--- src/rtl/even_parity_pkg.sv ---
`default_nettype none
// ----------------------------------------------------------------------------
// even_parity_pkg : shared FSM states, default widths, parity reduction
// Rev 1.0
// ----------------------------------------------------------------------------
package even_parity_pkg;

  typedef enum logic [1:0] {
    IDLE   = 2'd0,
    DATA   = 2'd1,
    PARITY = 2'd2,
    STOP   = 2'd3
  } state_e;

  localparam int DEF_DATA_W = 4;
  localparam int DEF_CNT_W  = 8;
  localparam int MAX_DATA_W = 32;

  // Callers zero-extend their word; the padding bits do not change the XOR.
  function automatic logic parity_err(input logic [MAX_DATA_W-1:0] data, input logic p);
    return (^data) ^ p;
  endfunction

endpackage
`default_nettype wire

--- src/rtl/even_parity_chk_core.sv ---
`default_nettype none
// ----------------------------------------------------------------------------
// even_parity_chk_core : combinational even-parity check, perr=1 on error
// Rev 1.0
// ----------------------------------------------------------------------------
module even_parity_chk_core
  import even_parity_pkg::*;
#(
  parameter int DATA_W = DEF_DATA_W
) (
  input  logic [DATA_W-1:0] data_i,
  input  logic              p_i,
  output logic              perr_o
);

  assign perr_o = parity_err(MAX_DATA_W'(data_i), p_i);

endmodule
`default_nettype wire

--- src/rtl/even_parity_frame_ctrl.sv ---
`default_nettype none
// ----------------------------------------------------------------------------
// even_parity_frame_ctrl : serial frame receiver with parity check, 1-entry
// valid/ready output buffer and saturating parity-error counter. Rev 1.0
// ----------------------------------------------------------------------------
module even_parity_frame_ctrl
  import even_parity_pkg::*;
#(
  parameter int DATA_W = DEF_DATA_W,
  parameter int CNT_W  = DEF_CNT_W
) (
  input  logic              clk,
  input  logic              rst_n,
  input  logic              bit_en,
  input  logic              rx_bit,
  output logic              out_valid,
  input  logic              out_ready,
  output logic [DATA_W-1:0] out_data,
  output logic              out_perr,
  output logic              frame_err,
  output logic              overrun,
  output logic [CNT_W-1:0]  perr_count,
  input  logic              clr_count,
  output logic              busy
);

  localparam int               IDX_W    = (DATA_W > 1) ? $clog2(DATA_W) : 1;
  localparam logic [IDX_W-1:0] LAST_IDX = IDX_W'(DATA_W - 1);
  localparam logic [CNT_W-1:0] CNT_MAX  = '1;

  state_e              state_q, state_d;
  logic [DATA_W-1:0]   shift_q, shift_d;
  logic [IDX_W-1:0]    idx_q, idx_d;
  logic                par_q, par_d;
  logic                out_valid_q, out_valid_d;
  logic [DATA_W-1:0]   out_data_q, out_data_d;
  logic                out_perr_q, out_perr_d;
  logic                frame_err_q, frame_err_d;
  logic                overrun_q, overrun_d;
  logic [CNT_W-1:0]    cnt_q, cnt_d;

  logic                frame_done;
  logic                stop_bad;
  logic                buf_free;
  logic                perr;

  even_parity_chk_core #(
    .DATA_W (DATA_W)
  ) u_chk (
    .data_i (shift_q),
    .p_i    (par_q),
    .perr_o (perr)
  );

  always_ff @(posedge clk or negedge rst_n) begin
    if (!rst_n) begin
      state_q     <= IDLE;
      shift_q     <= '0;
      idx_q       <= '0;
      par_q       <= 1'b0;
      out_valid_q <= 1'b0;
      out_data_q  <= '0;
      out_perr_q  <= 1'b0;
      frame_err_q <= 1'b0;
      overrun_q   <= 1'b0;
      cnt_q       <= '0;
    end else begin
      state_q     <= state_d;
      shift_q     <= shift_d;
      idx_q       <= idx_d;
      par_q       <= par_d;
      out_valid_q <= out_valid_d;
      out_data_q  <= out_data_d;
      out_perr_q  <= out_perr_d;
      frame_err_q <= frame_err_d;
      overrun_q   <= overrun_d;
      cnt_q       <= cnt_d;
    end
  end

  // Frame FSM: every transition is gated by bit_en.
  always_comb begin
    state_d    = state_q;
    shift_d    = shift_q;
    idx_d      = idx_q;
    par_d      = par_q;
    frame_done = 1'b0;
    stop_bad   = 1'b0;
    if (bit_en) begin
      case (state_q)
        IDLE: begin
          if (!rx_bit) begin
            state_d = DATA;
            idx_d   = '0;
          end
        end
        DATA: begin
          for (int i = 0; i < DATA_W; i++) begin
            if (idx_q == IDX_W'(i)) shift_d[i] = rx_bit;
          end
          idx_d = idx_q + IDX_W'(1);
          if (idx_q == LAST_IDX) state_d = PARITY;
        end
        PARITY: begin
          par_d   = rx_bit;
          state_d = STOP;
        end
        STOP: begin
          state_d = IDLE;
          if (rx_bit) frame_done = 1'b1;
          else        stop_bad   = 1'b1;
        end
        default: state_d = IDLE;
      endcase
    end
  end

  // A transfer in the completion cycle frees the buffer for back-to-back reload.
  assign buf_free = !out_valid_q || out_ready;

  always_comb begin
    out_valid_d = out_valid_q;
    out_data_d  = out_data_q;
    out_perr_d  = out_perr_q;
    frame_err_d = stop_bad;
    overrun_d   = 1'b0;
    cnt_d       = cnt_q;
    if (frame_done && buf_free) begin
      out_valid_d = 1'b1;
      out_data_d  = shift_q;
      out_perr_d  = perr;
      if (perr && (cnt_q != CNT_MAX)) cnt_d = cnt_q + CNT_W'(1);
    end else if (frame_done) begin
      overrun_d = 1'b1;
    end else if (out_valid_q && out_ready) begin
      out_valid_d = 1'b0;
    end
    if (clr_count) cnt_d = '0;
  end

  assign out_valid  = out_valid_q;
  assign out_data   = out_data_q;
  assign out_perr   = out_perr_q;
  assign frame_err  = frame_err_q;
  assign overrun    = overrun_q;
  assign perr_count = cnt_q;
  assign busy       = (state_q != IDLE);

endmodule
`default_nettype wire

--- config.mk ---
export PLATFORM = sky130hd
export DESIGN_NAME = even_parity_frame_ctrl
export DESIGN_NICKNAME = d
export VERILOG_FILES = /design/src/rtl/even_parity_pkg.sv /design/src/rtl/even_parity_chk_core.sv /design/src/rtl/even_parity_frame_ctrl.sv
export SDC_FILE = /design/constraint.sdc
export NUM_CORES = 1
export LEC_CHECK = 0
export ABC_AREA = 1
export BUFFER_PORTS_ARGS = -buffer_cell sky130_fd_sc_hd__buf_2
export CAP_MARGIN = 10
export CORE_MARGIN = 1
export CORE_UTILIZATION = 40
export CTS_CLUSTER_DIAMETER = 200
export DETAILED_ROUTE_END_ITERATION = 10
export PLACE_DENSITY = 0.72
export SLEW_MARGIN = 20
export SYNTH_ARGS = -nofsm -noshare
export SYNTH_HDL_FRONTEND = slang
export SYNTH_HIERARCHICAL = 1
export SYNTH_SLANG_ARGS = --single-unit
--- constraint.sdc ---
create_clock -name clk -period 3.33 [get_ports clk]
set_input_delay 0.666 -clock clk [delete_from_list [all_inputs] [get_ports clk]]
set_output_delay 0.666 -clock clk [all_outputs]
set_load 0.005 [all_outputs]
# After elaboration in Yosys (flattened, before gate mapping)
# Cells that the tools add are included.
# classes
n_eq_ne	10
bitwise	1
n_mux	19
n_reduce_logical	22
addsub	2
# op_table
op	n
$reduce_xor 32->1	1
$mux 8	3
$reduce_and 3->1	6
$mux 1	11
$reduce_bool 2->1	5
$add 8x1->8 const B	1
$eq 2x2->1 const B	4
$ne 8x8->1 const B	1
$pmux 2 s4	1
$mux 2	3
$reduce_and 2->1	3
$eq 2x1->1 const B	2
$logic_not 2->1	2
$ne 2x2->1 const B	2
$pmux 2 s2	1
$logic_and 1x1->1	3
$add 2x1->2 const B	1
$ne 2x1->1 const B	1
$logic_not 1->1	1
$logic_or 1x1->1	1
$xor 1x1->1	1
# totals
wordCells	67
regBits	25
output_inout_bits	17
input_bits	6

# Logic depth before layout (Yosys ltp)
# Gate-level depths: netlist of run 1.
# logic_depth
word_depth	6
ltp_mapped	12

# By module
# The synthesis of run 1 kept the hierarchy.
# by_module_without_submodules
module	area_per_inst_um2	n_inst	cells_per_inst
even_parity_frame_ctrl	1298.7	1	158
even_parity_chk_core	65.1	1	14

# Worst setup path after synthesis of run 1
# Ideal clock, no wire load.
# synth_timing
path_kind	input to register
startpoint	in bit_en
endpoint	reg cnt_q[7] (netlist: perr_count[7])
path_slack_ns	1.875
t_arrival_ns	1.338
cell_stages	8
required_time_ns	3.213
n_path_buf	1
path_cell_list	buf_4 -> nand2_2 -> nor2_4 -> nand3_2 -> inv_2 -> nand2_2 -> nand3_1 -> nand2_1
# synth_between
elab_chain_cells	4
# synth_rtl
item	line	rtl
from (decl)	even_parity_frame_ctrl.sv:14	input logic bit_en,
$mux 1	even_parity_frame_ctrl.sv:89	if (bit_en) begin
$logic_and 1x1->1	even_parity_frame_ctrl.sv:128	if (frame_done && buf_free) begin
$reduce_bool 2->1 (no line)	--	
$reduce_and 2->1 (no line)	--	
to (signal assigned)	even_parity_frame_ctrl.sv:77	cnt_q <= cnt_d;
to (decl)	even_parity_frame_ctrl.sv:40	logic [CNT_W-1:0] cnt_q, cnt_d;
# Every way passes these cells.
# A chain may end at the register's enable or synchronous reset.

# Worst setup path after layout of run 1
# layout_timing
startpoint	reg state_q[0]
endpoint	out busy
# layout_between
elab_chain_cells	1
# layout_rtl
item	line	rtl
from (decl)	even_parity_frame_ctrl.sv:31	state_e state_q, state_d;
from (signal assigned)	even_parity_frame_ctrl.sv:68	state_q <= state_d;
$reduce_bool 2->1	even_parity_frame_ctrl.sv:147	assign busy = (state_q != IDLE);
to (decl)	even_parity_frame_ctrl.sv:24	output logic busy
# Every way passes these cells.

==> results of run 1 <==
-- power breakdown --
part	switching (mW)	total [mW]	internal [mW]
combinational	0.185	0.313	0.128
clock	0.0844	0.131	0.0467
sequential	0.0611	0.439	0.378
-- worst paths after layout --
path | to | slack, ns | startpoint
max | busy | 1.43 | state_q[0]
min | idx_q[1] | 0.32 | rst_n
max reg2reg | perr_count[3] | 1.92 | shift_q[3]
min reg2reg | out_data[1] | 0.49 | out_data[1]
max in group asynchronous | shift_q[3] | 2.65 | rst_n
min in group clk | out_data[1] | 0.49 | out_data[1]
-- cell type report --
type | count | area, sq um
clock buffer | 4 | 26.3
tap | 44 | 55.1
timing repair buffer | 22 | 110
sequential | 25 | 626
multi-input combinational | 118 | 626
inverter | 26 | 97.6
fill | 337 | 1610
-- state kept, by name (all words and copies together), names as in the netlist --
| register | flops |
|---|---|
| frame_err | 1 |
| idx_q | 2 |
| out_data | 4 |
| out_perr | 1 |
| out_valid | 1 |
| overrun | 1 |
| par_q | 1 |
| perr_count | 8 |
| shift_q | 4 |
| state_q | 2 |
-- cells in the final DEF, fill, tap and decap left out, drive strengths merged --
master	n
clkbuf	4
a21boi	1
inv	26
xor2	1
nand4	1
nand3	25
nand2	52
buf	22
nor2	12
o21ai	9
dfrtp	25
a31oi	1
ha	9
o21bai	2
a21oi	5
-- logic make-up (layout without fill, tap and decap cells) --
kind of cell	count (synthesis)	count (layout)	share of synthesized area
and+or+nand+nor	90	90	0.294
buffers and inverters	29	52	0.0826
DFF	25	25	0.459
AOI/OAI and AO/OA	18	18	0.0752
adders and majority gates	9	9	0.0826
xor gates and xnor gates	1	1	0.00642
-- synth_stat cells --
| cell type | instances |
|---|---|
| a31oi_1 | 1 |
| o21ai_1 | 1 |
| clkbuf_1 | 1 |
| a21boi_2 | 1 |
| o21bai_1 | 2 |
| o21ai_0 | 8 |
| dfrtp_1 | 25 |
| nand4_1 | 1 |
| buf_4 | 1 |
| nand2_2 | 4 |
| nand3_2 | 1 |
| buf_1 | 1 |
| inv_2 | 4 |
| nor2_4 | 2 |
| ha_1 | 9 |
| nor2_1 | 10 |
| xor2_1 | 1 |
| inv_1 | 22 |
| nand2_1 | 48 |
| nand3_1 | 24 |
| a21oi_1 | 5 |
-- routing by layer --
| layer | global-route usage | vias to the layer above | routed length, microns |
|---|---|---|---|
| met3 | 0.0192 | 2 | 88 |
| met5 | 0 | - | 0 |
| met2 | 0.206 | 24 | 1010 |
| li1 | - | 590 | - |
| met4 | 0.0698 | 0 | 27 |
| met1 | 0.231 | 477 | 1290 |
-- through the flow --
step	hold slack [ns]	cell area, sq um	total power, mW	std cells	setup slack (ns)
6_report	0.323	1540	0.883	239	1.43
4_1_cts	0.328	1540	0.891	239	1.40
3_5_place_dp	0.465	1510	0.760	235	1.70
5_1_grt	0.350	1540	0.967	239	1.34
3_3_place_gp	0.460	1510	0.752	235	1.73
2_1_floorplan	0.370	1360	0.668	172	1.88
==> results.md, run 1 <==
- Run status: completed
- CTS tree: done
- Nets: 211
- Clock sink count: 25
- Syn Nets: 187
- Hold Vio Cnt, Final: 0
- Utilization after layout: 0.488
- Share of cells above drive strength 1: 0.190
- Sequential area share after synthesis: 0.459
- Vias per cell: 4.57
- R2R depth: 12
- First-pass GRT wire length: 4090 microns
- Initial Utilization: 0.433
- Layout area overhead: 12.9%
- Crit path buffers/inverters: 3
- GRT Util Overall: 0.150
- TNS Setup: 0 ns
- Top delay family on crit path: flip-flops
- Minimum clock period: 1.90 ns
- Slew HR: 0.640
- Worst-Margin Slew: 0.539 ns
- Crit. End Element: output pin
- CTS clk-pin slew, worst paths: 0.13 ns
- Pwr Density: 573 mW/mm^2
- Die Span Y: 60.4 microns
- N_diodes: 0
- I/O pins: 23
- Bufs on Longest Clock Path: 2
- DP HPWL: 1790 microns
- Critical path type: register to output pin
- Synth unique cells: 21
- Worst EP arrival: 1.23 ns
- Top cell by count, worst path: inv_1
- Area leader, netlist: dfrtp_1
- Worst skew pair latency: 0.31 ns
- Crit Path Max Fanout: 4
- Mapped Area: 0.00136 sq mm
- Placer Congestion: 0.823
- Req. time, crit path: 2.66 ns
- TritonRoute pass-1 iters: 4
- Top cells by area, synth: dfrtp_1 46%, nand2_1 13%, nand3_1 8.8%, ha_1 8.3%, inv_1 6.1%
- Period utilisation layout: 0.570
- Inserted Clock Buffers: 3
- Post-Syn Instances: 172
- Initial antenna violation count: 0
- Pin count of the biggest net entering global routing: 26
- Warnings from Yosys: 6
- Max incr delay on CP: 0.44 ns
- Setup Buffers After CTS: 0
- Number of H-tree levels: 1
- Max VDD drop: 0.292 mV
- Max-cap violations: 0
- Pleak: 0.885 nW
- Site Rows: 20
- Mean Syn Cell Area: 7.93 sq um
- Flip-flop and latch count after synthesis: 25
- PostCTS Resize Cnt: 0
- CP Launch Type: register
- Clk root buf: clkbuf_4
- Drt wl/cell: 10.1 microns
- Hold crit path type: input pin to async pin
- RSZ-0062 raised after global routing: no
- Skew final: 0.00595 ns
- DRC Markers: 0
- Die area: 0.00365 sq mm
- Vias in the first global route: 910
- Core Region: 0.00315 sq mm
- Fmax: 0.527 GHz
- Gr ovfl total: 0
- Yosys top cell area share: 0.459
- Slew Viols, Final: 0
- IO Port Bufs: 22
- Initial DRC count: 42
- Final WL: 2410 microns
- Die width: 60.4 microns
- Slowest-stage cell, CP: dfrtp_1
- Hold Buf Count CTS: 0
- CP cell instances: inv_1 > ha_1 > inv_1 > buf_2
- Critical Path Stages: 4
- Final setup violation count: 0
- Antenna viol nets, final: 0
- Vias post-DR: 1,093
Power figures use the tool's default switching activity.
==> run 2, diff against run 1 <==
Clock period 3.33 ns to 1.91 ns, I/O delays scaled along.
==> results.md, run 2 (synthesis results as in run 1) <==
- Die width: 60.4 microns (unchanged)
- Max-cap violations: 0 (unchanged)
- Pin count of the biggest net entering global routing: 26 (unchanged)
- Worst hold margin: 0.0135 ns (-0.309 ns)
- Crit Path Max Fanout: 4 (unchanged)
- TritonRoute pass-1 iters: 4 (unchanged)
- Initial DRC count: 74 (+76%)
- Max incr delay on CP: 0.43 ns (about the same)
- Run status: completed
- Nets: 211 (unchanged)
- Skew final: 0.00343 ns (-0.00252 ns)
- Commonest cells after routing, fill and taps aside: 48 x nand2_1, 25 x dfrtp_1, 24 x nand3_1, 22 x inv_1, 22 x buf_2
- Placed cell count: 235 (unchanged)
- CP cell instances: inv_1 > ha_1 > inv_1 > buf_2
- CTS tree: done
- Clock sink count: 25 (unchanged)
- Worst r2r src: shift_q[1]
- Max VDD drop: 0.357 mV (+22%)
- Crit. End Element: output pin
- Pwr Density: 1000 mW/mm^2 (+75%)
- DP HPWL: 1840 microns (+2.6%)
- Initial Utilization: 0.433 (unchanged)
- Worst EP arrival: 1.27 ns (+0.04 ns)
- Req. time, crit path: 1.53 ns (-1.13 ns)
- Setup Buffers After CTS: 0 (unchanged)
- Final cell count without fillers: 239 (unchanged)
- Die area: 0.00365 sq mm (unchanged)
- Vias per cell: 4.71 (+2.9%)
- Slew HR: 0.642 (+0.00131)
- Worst skew pair latency: 0.32 ns (about the same)
- CP Launch Type: register
- Top cell by count, worst path: inv_1
- Placer Congestion: 0.855 (+3.9%)
- Grt met1 use: 0.198 (-0.0330)
- Pleak: 0.888 nW (+0.31%)
- Hold Buf Count CTS: 0 (unchanged)
- Utilization after layout: 0.489 (about the same)
- Most Crowded Layer GR: met2
- Area of the multi-input gates: 626 sq um (unchanged)
- Gr ovfl total: 0 (unchanged)
- Minimum clock period: 1.65 ns
- Number of flip-flops in the largest register: 8 (unchanged)
- Number of H-tree levels: 1 (unchanged)
- RSZ-0062 raised after global routing: no
- GRT Util Overall: 0.156 (+0.00618)
- Core Region: 0.00315 sq mm (unchanged)
- Bufs on Longest Clock Path: 2 (unchanged)
- Period utilisation layout: 0.865
- Vias post-DR: 1,125 (+2.9%)
- Met2 Use GR: 0.250 (+0.0440)
- Leading cell type in the layout, fill and taps excluded: nand2_1
- Final setup violation count: 0 (unchanged)
- Reg-to-Reg End: perr_count[5]
- Final WL: 2460 microns (+1.8%)
- Initial antenna violation count: 0 (unchanged)
- Slew Viols, Final: 0 (unchanged)
- Hold crit path type: input pin to async pin
- Antenna viol nets, final: 0 (unchanged)
- Fmax: 0.605 GHz
- IO Port Bufs: 22 (unchanged)
- Hold Vio Cnt, Final: 0 (unchanged)
- Die Span Y: 60.4 microns (unchanged)
- Met3 track demand over resource: 0.0341 (+0.0149)
- TNS Setup: 0 ns (unchanged)
- CTS clk-pin slew, worst paths: 0.13 ns (about the same)
- FILL cells: 346 (+2.7%)
- Clk root buf: clkbuf_4
- Inserted Clock Buffers: 3 (unchanged)
- I/O pins: 23 (unchanged)
- FF+latch area: 626 sq um (unchanged)
- Layout area overhead: 13.0% (about the same)
- Site Rows: 20 (unchanged)
- Drt wl/cell: 10.3 microns (+1.8%)
- PostCTS Resize Cnt: 0 (unchanged)
- Worst-Margin Slew: 0.537 ns (-0.00196 ns)
- R2R depth: 7 (-5)
- Slowest-stage cell, CP: dfrtp_1
- Vias in the first global route: 954 (+4.8%)
- Flop2flop setup slack: 0.51 ns (-1.41 ns)
- N_diodes: 0 (unchanged)
- Share of cells above drive strength 1: 0.195 (+0.00513)
- First-pass GRT wire length: 4190 microns (+2.4%)
- Critical path type: register to output pin
- DRC Markers: 0 (unchanged)
run 2: changes by cell type in the layout (fill, tap and decap cells not counted), sizes merged:
cell / before / now
clkinv: 0 / 1
clkbuf: 4 / 3
run 2: layout make-up:
type / instances / area share
multi-input combinational: 118 / 0.406
inverter: 26 / 0.0633
tap: 44 / 0.0357
clock inverter: 1 / 0.00325
timing repair buffer: 22 / 0.0714
sequential: 25 / 0.406
clock buffer: 3 / 0.0146
run 2: through the flow:
step / area [sq um] / setup WS [ns] / power (mW)
after floorplan: 1360 / 0.625 / 1.16
final: 1540 / 0.258 / 1.55
after global placement: 1510 / 0.521 / 1.31
after detailed placement: 1510 / 0.519 / 1.33
after CTS: 1540 / 0.243 / 1.57
after global routing: 1540 / 0.147 / 1.69
run 2: worst max-delay path by stage:
stage                     startpoint             to
after floorplan           state_q[1]     state_q[1]
after global placement    shift_q[3]  perr_count[0]
after detailed placement  shift_q[3]  perr_count[4]
after global routing      state_q[1]           busy
final                     state_q[1]           busy
after CTS                 state_q[1]           busy
run 2: critical path, delay by kind of cell (launching register included):
family / cells / cell delay, ns
flops: 1 / 0.43
buf+inv: 3 / 0.29
fa+ha+maj: 1 / 0.23
run 2: where the power goes:
group	internal, mW	switching, mW
Combinational	0.222	0.324
Sequential	0.659	0.104
Clock	0.0786	0.161
Total	0.960	0.590
run 2: routing by layer:
layer / wire length (microns) / part of all wire
met1: 1200 / 0.49
met2: 1110 / 0.45
met3: 95 / 0.039
met4: 51 / 0.021
met5: 0 / 0
